**config.mk**
```make
export PLATFORM = sky130hd
export DESIGN_NAME = conbus_arb_rr_wd
export DESIGN_NICKNAME = d
export VERILOG_FILES = /design/src/rtl/conbus_arb_rr_wd.sv
export SDC_FILE = /design/constraint.sdc
export NUM_CORES = 1
export LEC_CHECK = 0
export ABC_AREA = 1
export ABC_CLOCK_PERIOD_IN_PS = 2460
export BUFFER_PORTS_ARGS = -buffer_cell sky130_fd_sc_hd__buf_2
export CELL_PAD_IN_SITES_DETAIL_PLACEMENT = 2
export CELL_PAD_IN_SITES_GLOBAL_PLACEMENT = 2
export CORE_ASPECT_RATIO = 0.75
export CORE_MARGIN = 2
export CORE_UTILIZATION = 31
export DETAILED_ROUTE_END_ITERATION = 6
export PLACE_DENSITY_LB_ADDON = 0.1
export SYNTH_ARGS = -nofsm -noshare
export SYNTH_HDL_FRONTEND = slang
export SYNTH_SLANG_ARGS = --single-unit
```
**constraint.sdc**
```tcl
create_clock -name sys_clk -period 2.46 [get_ports sys_clk]
set_input_delay 0.246 -clock sys_clk [delete_from_list [all_inputs] [get_ports sys_clk]]
set_output_delay 0.246 -clock sys_clk [all_outputs]
set_load 0.01 [all_outputs]
```
**src/rtl/conbus_arb_rr_wd.sv**
```systemverilog
// conbus_arb_rr_wd
// Round-robin cycle-level arbiter with a bus watchdog for the shared Wishbone conbus.
// The arbiter holds a grant for the whole CYC of the owning master. If the owner's STB
// is never ACKed, the transfer is killed with a one-cycle ERR, and the abort level is
// then held until the owner drops CYC. A dead slave therefore cannot hang the bus.
//
// Ports
//   sys_clk    in   system clock, all logic on the rising edge
//   sys_rst    in   synchronous active-high reset
//   req        in   per-master CYC, NMASTERS bits
//   bus_stb    in   STB of the shared (muxed) bus
//   bus_ack    in   OR of all slave ACKs
//   gnt        out  index of the master owning the shared bus
//   gnt_valid  out  a master currently owns the bus
//   abort      out  ACK to the owner is masked because the transfer was killed
//   err_o      out  one-cycle ERR pulse to the owner on timeout
//   wd_clr     in   clears wd_count and wd_master
//   wd_count   out  saturating count of timeouts since reset/clear
//   wd_master  out  owner index at the most recent timeout
module conbus_arb_rr_wd #(
    parameter int NMASTERS = 4,
    parameter int TIMEOUT  = 255,
    localparam int GW      = (NMASTERS > 1) ? $clog2(NMASTERS) : 1
) (
    input  logic                sys_clk,
    input  logic                sys_rst,
    input  logic [NMASTERS-1:0] req,
    input  logic                bus_stb,
    input  logic                bus_ack,
    output logic [GW-1:0]       gnt,
    output logic                gnt_valid,
    output logic                abort,
    output logic                err_o,
    input  logic                wd_clr,
    output logic [7:0]          wd_count,
    output logic [GW-1:0]       wd_master
);

    localparam bit       WD_EN    = (TIMEOUT != 0);
    localparam logic [7:0] WD_LIMIT = (TIMEOUT == 0) ? 8'd0 : 8'(TIMEOUT - 1);

    typedef enum logic [1:0] {
        ST_IDLE  = 2'd0,
        ST_OWN   = 2'd1,
        ST_ABORT = 2'd2
    } state_t;

    state_t        state_q;
    logic [GW-1:0] gnt_q;
    logic          gnt_valid_q;
    logic          abort_q;
    logic          err_q;
    logic [GW-1:0] ptr_q;
    logic [7:0]    wdog_q;
    logic [7:0]    wd_count_q;
    logic [GW-1:0] wd_master_q;

    logic [GW-1:0] gnt_idle_d;
    logic [GW-1:0] gnt_hand_d;
    logic [GW-1:0] ptr_d;
    logic          owner_req_s;
    logic          release_s;
    logic          stall_s;
    logic          timeout_s;

    // Index one past g, wrapping at NMASTERS (works for non-power-of-two counts).
    function automatic logic [GW-1:0] inc_mod(input logic [GW-1:0] g);
        logic [GW:0] sum;
        sum = {1'b0, g} + (GW+1)'(1);
        if (sum >= (GW+1)'(NMASTERS)) begin
            sum = '0;
        end else begin
            sum = sum;
        end
        return sum[GW-1:0];
    endfunction

    // First set bit of r scanning start, start+1, ... modulo NMASTERS.
    function automatic logic [GW-1:0] rr_search(input logic [NMASTERS-1:0] r,
                                                input logic [GW-1:0]       start);
        logic [GW-1:0] pick;
        logic [GW-1:0] idx;
        logic [GW:0]   sum;
        logic          found;
        pick  = start;
        found = 1'b0;
        for (int i = 0; i < NMASTERS; i++) begin
            sum = {1'b0, start} + (GW+1)'(i);
            if (sum >= (GW+1)'(NMASTERS)) begin
                sum = sum - (GW+1)'(NMASTERS);
            end else begin
                sum = sum;
            end
            idx = sum[GW-1:0];
            if (!found && r[idx]) begin
                pick  = idx;
                found = 1'b1;
            end else begin
                found = found;
            end
        end
        return pick;
    endfunction

    // Arbitration candidates and watchdog trip condition for the current cycle.
    always_comb begin
        ptr_d       = inc_mod(gnt_q);
        gnt_idle_d  = rr_search(req, ptr_q);
        gnt_hand_d  = rr_search(req, ptr_d);
        owner_req_s = req[gnt_q];
        release_s   = ((state_q == ST_OWN) || (state_q == ST_ABORT)) && !owner_req_s;
        stall_s     = bus_stb && !bus_ack;
        // ACK in the limit cycle clears stall_s, so ACK wins over the timeout.
        timeout_s   = WD_EN && (state_q == ST_OWN) && owner_req_s && stall_s
                      && (wdog_q == WD_LIMIT);
    end

    // Arbiter FSM, watchdog counter and timeout statistics.
    always_ff @(posedge sys_clk) begin
        if (sys_rst) begin
            state_q     <= ST_IDLE;
            gnt_q       <= '0;
            gnt_valid_q <= 1'b0;
            abort_q     <= 1'b0;
            err_q       <= 1'b0;
            ptr_q       <= '0;
            wdog_q      <= 8'd0;
            wd_count_q  <= 8'd0;
            wd_master_q <= '0;
        end else begin
            err_q <= 1'b0;
            if (release_s) begin
                // Handover: the next owner is searched from gnt+1 on the same edge.
                ptr_q   <= ptr_d;
                abort_q <= 1'b0;
                wdog_q  <= 8'd0;
                if (|req) begin
                    gnt_q       <= gnt_hand_d;
                    gnt_valid_q <= 1'b1;
                    state_q     <= ST_OWN;
                end else begin
                    gnt_valid_q <= 1'b0;
                    state_q     <= ST_IDLE;
                end
            end else begin
                case (state_q)
                    ST_IDLE: begin
                        if (|req) begin
                            gnt_q       <= gnt_idle_d;
                            gnt_valid_q <= 1'b1;
                            state_q     <= ST_OWN;
                        end else begin
                            state_q <= ST_IDLE;
                        end
                    end
                    ST_OWN: begin
                        if (timeout_s) begin
                            err_q   <= 1'b1;
                            abort_q <= 1'b1;
                            wdog_q  <= 8'd0;
                            state_q <= ST_ABORT;
                        end else if (stall_s) begin
                            wdog_q <= (wdog_q == 8'hFF) ? wdog_q : wdog_q + 8'd1;
                        end else begin
                            wdog_q <= 8'd0;
                        end
                    end
                    ST_ABORT: begin
                        // Late ACKs are ignored; wait for the owner to drop CYC.
                        state_q <= ST_ABORT;
                    end
                    default: begin
                        state_q     <= ST_IDLE;
                        gnt_valid_q <= 1'b0;
                        abort_q     <= 1'b0;
                        wdog_q      <= 8'd0;
                    end
                endcase
            end

            // A timeout in the same cycle as wd_clr counts as the first event after clear.
            if (timeout_s) begin
                wd_count_q  <= wd_clr ? 8'd1
                             : ((wd_count_q == 8'hFF) ? wd_count_q : wd_count_q + 8'd1);
                wd_master_q <= gnt_q;
            end else if (wd_clr) begin
                wd_count_q  <= 8'd0;
                wd_master_q <= '0;
            end else begin
                wd_count_q  <= wd_count_q;
                wd_master_q <= wd_master_q;
            end
        end
    end

    assign gnt       = gnt_q;
    assign gnt_valid = gnt_valid_q;
    assign abort     = abort_q;
    assign err_o     = err_q;
    assign wd_count  = wd_count_q;
    assign wd_master = wd_master_q;

endmodule
```
# --- Yosys cells after proc, flatten, opt, wreduce, memory -nomap -nowiden ---
# Index checks and enable logic that the tools add are counted.
totals:
  register_bits: 27
  inputBits: 9
  output_inout_bits: 15
  wordCells: 156
classes:
  n_addsub: 17
  magnitude_cmp: 18
  n_eq_ne: 11
  mux: 66
  n_bitwise: 2
  n_reduce_logical: 33
ops:
  columns: ["cell", "n"]
  rows:
  - ["two-way mux 8 bit", 7]
  - ["two-way mux 2 bit", 25]
  - ["less-than comparator 2 x 3 -> 1 bit, second input constant", 9]
  - ["== test 8 bit, second input constant", 3]
  - ["greater-or-equal comparator 3 bit, second input constant", 7]
  - ["two-way mux 1 bit", 21]
  - ["binary-select mux 1 bit (select 2 bit)", 9]
  - ["adder 8 x 1 -> 8 bit, second input constant", 2]
  - ["case mux 8 bit (2 select lines)", 1]
  - ["subtractor 2 x 1 -> 2 bit, second input constant", 8]
  - ["adder 2 x 2 -> 3 bit, second input constant", 4]
  - ["logical AND 1 bit", 11]
  - ["AND reduction 2 bit", 5]
  - ["adder 2 x 1 -> 3 bit, second input constant", 3]
  - ["zero test 1 bit", 8]
  - ["greater-or-equal comparator 2 x 3 -> 1 bit, second input constant", 2]
  - ["!= test 3 bit, second input constant", 2]
  - ["case mux 2 bit (3 select lines)", 1]
  - ["OR reduction 2 bit", 3]
  - ["!= test 2 bit, second input constant", 2]
  - ["!= test 4 bit, second input constant", 1]
  - ["case mux 1 bit (2 select lines)", 2]
  - ["nonzero test 2 bit", 2]
  - ["OR reduction 4 bit", 1]
  - ["7 further kinds", 8]

# --- Longest topological paths before layout ---
logic_depth:
  ltp_word: 19
  ltp_mapped: 15
  ltp_nobuf: 14

# --- Least setup slack after synthesis ---
# OpenSTA, ideal clock, no wires.
synth_path:
  kind: "reg-to-reg"
  start: "register gnt_q[0] (netlist: gnt[0])"
  end: "register gnt_q[0] (netlist: gnt[0])"
  setup_ps: 117
  t_arrival_ps: 1778
  t_required_ps: 2343
  setup_slack_ps: 565
  path_stages_with_launch: 13
  n_path_buf: 1
  synth_period_minus_slack_ps: 1895
  cell_sequence: "dfxtp_1 buf_6 inv_4 ha_1 inv_1 nand3_1 and2_1 nor2_1 nand2_1 nand2_1 a21oi_1 a21oi_1 nor2_1"
synth_via:
  elab_chain_len: 19
  word_cells_on_any_way: 47
  cone_classes: "add/sub: 8; order compare: 5; mux: 24; reduce/logical: 10"
synth_rtl:
  columns: ["element", "line", "rtl"]
  rows:
  - ["start, declared", "49", "logic [GW-1:0] gnt_q;"]
  - ["start signal, assigned", "138", "gnt_q <= gnt_hand_d;"]
  - ["start signal, assigned", "149", "gnt_q <= gnt_idle_d;"]
  - ["adder 2 x 1 -> 3 bit *", "69", "sum = {1'b0, g} + (GW+1)'(1);"]
  - ["greater-or-equal comparator 3 bit", "70", "if (sum >= (GW+1)'(NMASTERS)) begin"]
  - ["two-way mux 2 bit *", "70", null]
  - ["named net ptr_d[1]", "60", "logic [GW-1:0] ptr_d;"]
  - ["parallel branches: the longest is 13 deep, another holds adder 2 x 1 -> 3 bit", null, null]
  - ["two-way mux 2 bit *", "95", "if (!found && r[idx]) begin"]
  - ["two-way mux 2 bit *", "137", "if (|req) begin"]
  - ["two-way mux 2 bit *", "132", "if (release_s) begin"]
# Mark *: on every way through the listed nets, which the timed path passes. The select of a mux whose other input is x is not followed.
# A chain may end at the register's enable or synchronous reset.

# --- Worst setup path after layout ---
layout_path:
  start: "register gnt_q[1] (netlist: gnt[1])"
  end: "register gnt_q[0] (netlist: gnt[0])"
# The elaborated chain is that of the path after synthesis.

==> results by stage <==
STA:
- The final setup slack of the worst path is around 0.3 ns.
- The achievable frequency is 465 MHz.
- The number of hold violations in the final report came to 0.
- The shortest clock period the worst path allows after layout is 2.15 ns.
- After routing, the total negative slack on setup checks comes to 0 ns.
- For the pin with the worst max-slew slack, the measured transition is approximately 0.7 ns.
- In the finished design, the share of the clock period the worst path needs comes to around 87%.
- The count of final max-slew check failures came to 0.
- The relative slew slack is about half.
- Setup repair after global routing left no endpoint under its margin.
- Between clock sinks in the finished design, the worst skew comes to just over 0.007 ns.
- Across all hold checks on the routed design, the worst slack comes to roughly 0.31 ns.
- The count of final setup violators is 0.

Finish:
- The number of diodes added for antenna fixing is 0.
- The layout has 785 filler cells.
- In the final layout, the multi-input gates occupy about 1300 um^2.
- Summing all flip-flop and latch instances after layout gives roughly 540 um^2.
- The number of nets at the end of the flow is ~360.
- The ratio of cells with drive above 1 in the final layout is 16.0%.
- At the end of the flow the core is filled with cells to ~36%.
- For this run, the number of standard cells in the final layout without fillers is ~430.
- Compared with the post-synthesis result, the final layout area differs by 12.2%.
- The summed area of non-filler cells in the final layout is 2260 um^2.

Synthesis:
- After synthesis the netlist holds a flip-flop and latch count of 27.
- Of the synthesized area, sequential elements account for 26.8%.
- The number of synthesized flops with an enable pin is 0.
- The gate count of the mapped netlist is 320.
- A synthesized cell averages ~6.3 um^2.
- By area the synthesized netlist is led by sky130_fd_sc_hd__dfxtp_1 27%, sky130_fd_sc_hd__nand2_1 18%, sky130_fd_sc_hd__nand3_1 8.2%, sky130_fd_sc_hd__inv_1 6.9%, sky130_fd_sc_hd__ha_1 6.2%.
- When the netlist entered floorplanning its net count stood at 339.
- For this run, the leading register cell type out of synthesis is sky130_fd_sc_hd__dfxtp_1.
- The share of the synthesized area in the top cell type is between 20% and 30%.
- Of all cell types, the one taking the most synthesized area is sky130_fd_sc_hd__dfxtp_1.
- The count of unique library cells instantiated by Yosys is 36.
- The Yosys step of the flow raised 0 warnings.
- By instance count, the leading cell after synthesis is sky130_fd_sc_hd__nand2_1.
- In the synthesized netlist the async set-or-reset flop fraction comes to 0%.
- The summed instance area of the synthesized netlist is 2010 um^2.
- After synthesis, the most frequently instantiated cells are 98 x sky130_fd_sc_hd__nand2_1, 37 x sky130_fd_sc_hd__inv_1, 33 x sky130_fd_sc_hd__nand3_1, 27 x sky130_fd_sc_hd__dfxtp_1, 27 x sky130_fd_sc_hd__nor2_1.

Routing:
- The detail route stage leaves a number of antenna-violating nets equal to 0.
- The average routed wire per standard cell is 14.4 um.
- The number of detailed-route iterations in the first pass is 4.
- The number of DRC markers in iteration 0 is just under 80.
- The total detailed-routing wirelength is 6140 um.
- For this run, design rule violations remaining after detail routing come to 0.
- Using the TritonRoute via totals, the vias-per-cell ratio works out to around 4.9.
- Summing over every cut layer, the via total after detailed routing is between 2000 and 2500.

Die:
- The die width is a little under 100 um.
- The area of the die is 7160 um^2.
- The initial utilization of the core area, before any placement, comes to 32.0%.
- 24 I/O pins were placed.
- The number of placement rows is 25.
- The core region is 6290 um^2.
- The die height is between 70 and 80 um.

Critical path:
- The data arrival time of the critical path is 2.33 ns.
- The number of buffer and inverter stages on the critical path is 2.
- The required time reported for the critical path endpoint is about 2.6 ns.
- The slowest stage cell on the critical path is sky130_fd_sc_hd__dfxtp_1.
- Traced cell by cell, the critical path runs through inv_1 > ha_1 > inv_1 > nand3_1 > nand2_1 > nand2_1 > nor2_1 > nand2_1 > nand2_1 > a21oi_1 > a21oi_1 > nor2_1.
- Along the worst path, the maximum fanout reaches 7.
- The delay of the slowest critical-path stage is ~0.53 ns.
- The type of origin of the critical path is a flip-flop.
- The dominant cell type by count on the critical path is sky130_fd_sc_hd__nand2_1.
- STA classifies the critical path endpoint as a flip-flop.
- Broken down by cell family, the worst path's largest delay share belongs to simple AND/OR/NAND/NOR gates.
- The classification of the worst setup path is flip-flop to flip-flop.

Global route:
- Entering global routing, the biggest net connects 17 pins.
- The via count of the first global-routing pass came to 2195.
- The total overflow reported by the global router is 0.
- The first global-routing pass estimated approximately 11000 um of wire.
- The number of antenna violations at the first check in global routing came to 0.
- The global-route usage over all layers is 18.4%.

CTS:
- CTS built an H-tree with a depth of 1.
- The clock sink count is 27.
- The CTS tree is yes.
- Once the clock tree was built, the resizer swapped 0 gates to a different size.
- For this design, the CTS-stage hold fixing added 0 buffers.
- The post-CTS setup repair buffer count is 0.
- The clock root buffer is sky130_fd_sc_hd__clkbuf_8.
- Clock tree synthesis inserted a total of 3 buffers.
- Clock-pin slew was measured on the worst setup and hold paths at about 0.10 ns.
- The clock network latency to the later pin of the worst-skew pair is 0.28 ns.
- The buffer levels on the longest clock path is 2.

Pwr:
- Overall power consumption after layout is estimated at around 2.2 mW.
- VDD sags by at most between 0.0003 and 0.0004 V.
- Summed over all cells, the static leakage comes to slightly above 1 nW.
- The power density over cell area is about 1000 nW/um^2.

Place:
- The detailed-placement wirelength estimate is between 4000 and 5000 um.
- The cell total after placement is 421.
- The worst-case setup slack after placement is about 0.26 ns.
- The placement-stage cell area is approximately 2200 um^2.
- The quantity of I/O buffers inserted on ports is 23.
- The routability congestion estimate from global placement is just over 0.8.

Run:
- The max-cap check violation count is 0.

Min path:
- In this run the worst hold path is classified as primary input to flip-flop.

Status:
- The flow ran to the end, and the final reports show no timing, DRC or antenna violations.
sequential cells by signal (all words and copies together) (netlist names):
name       cells
gnt            2
abort          1
gnt_valid      1
wdog_q         8
state_q        2
ptr_q          2
wd_count       8
wd_master      2
err_o          1
cell usage in the layout, fill, tap and decap left out, drive strengths merged:
cell type / count
xnor2: 1
buf: 24
a21boi: 1
dfxtp: 27
nor3: 6
o21bai: 2
a21oi: 20
a211oi: 1
and2: 1
nand4: 9
ha: 10
nor4: 2
xor2: 5
nand3: 34
nor2: 30
nand2: 108
clkinvlp: 1
o21ai: 12
clkbuf: 3
o21a: 1
a32o: 1
inv: 44
or2: 1
worst register-to-register path, delay by kind of cell, from the launching register on:
kind	cells	cell delay, ns
and+or+nand+nor	7	0.65
DFF	1	0.53
adders and majority gates	1	0.40
buffers and inverters	2	0.27
AOI/OAI and AO/OA	2	0.21
kinds of logic (layout without fill, tap and decap cells):
kind of cell / Yosys count / after routing / synth area share [%]
AO/OA/AOI/OAI: 38 / 38 / 11.8
XOR/XNOR: 6 / 6 / 2.61
adder cells (fa/ha/maj): 10 / 10 / 6.22
buffers and inverters: 48 / 72 / 9.94
flip-flops: 27 / 27 / 26.8
AND/OR/NAND/NOR: 191 / 191 / 42.6
metal layers:
metal  share of wire [%]  up-vias  global-route usage, %
li1                    -     1077                      -
met5                   0        -                      0
met2                  41       22                   29.1
met1                  56      979                   27.5
met4                0.24        0                   1.41
met3                 2.2        2                   3.04
layout make-up:
| class | count | area share (%) |
|---|---|---|
| Multi-Input combinational cell | 245 | 56.3 |
| Sequential cell | 27 | 24.0 |
| Inverter | 44 | 7.64 |
| Timing Repair Buffer | 24 | 5.43 |
| Tap cell | 81 | 4.49 |
| Clock buffer | 3 | 1.83 |
| Clock inverter | 1 | 0.332 |
power by group:
part	total [mW]	leakage [nW]	internal, mW	switching (mW)
registers	0.594	0.219	0.498	0.0957
logic	1.35	0.795	0.420	0.929
clock network	0.276	0.0217	0.115	0.161
total	2.22	1.04	1.03	1.19
path summary, 6_finish.rpt:
check / start / to / slack (ns) / cells after the start
max: gnt[1] / gnt[0] / 0.31 / 12
min: sys_rst / wd_count[6] / 0.31 / 2
max reg2reg: gnt[1] / gnt[0] / 0.31 / 12
min reg2reg: wd_master[1] / wd_master[1] / 0.47 / 2
No activity file was read; power rests on OpenSTA's default activity.
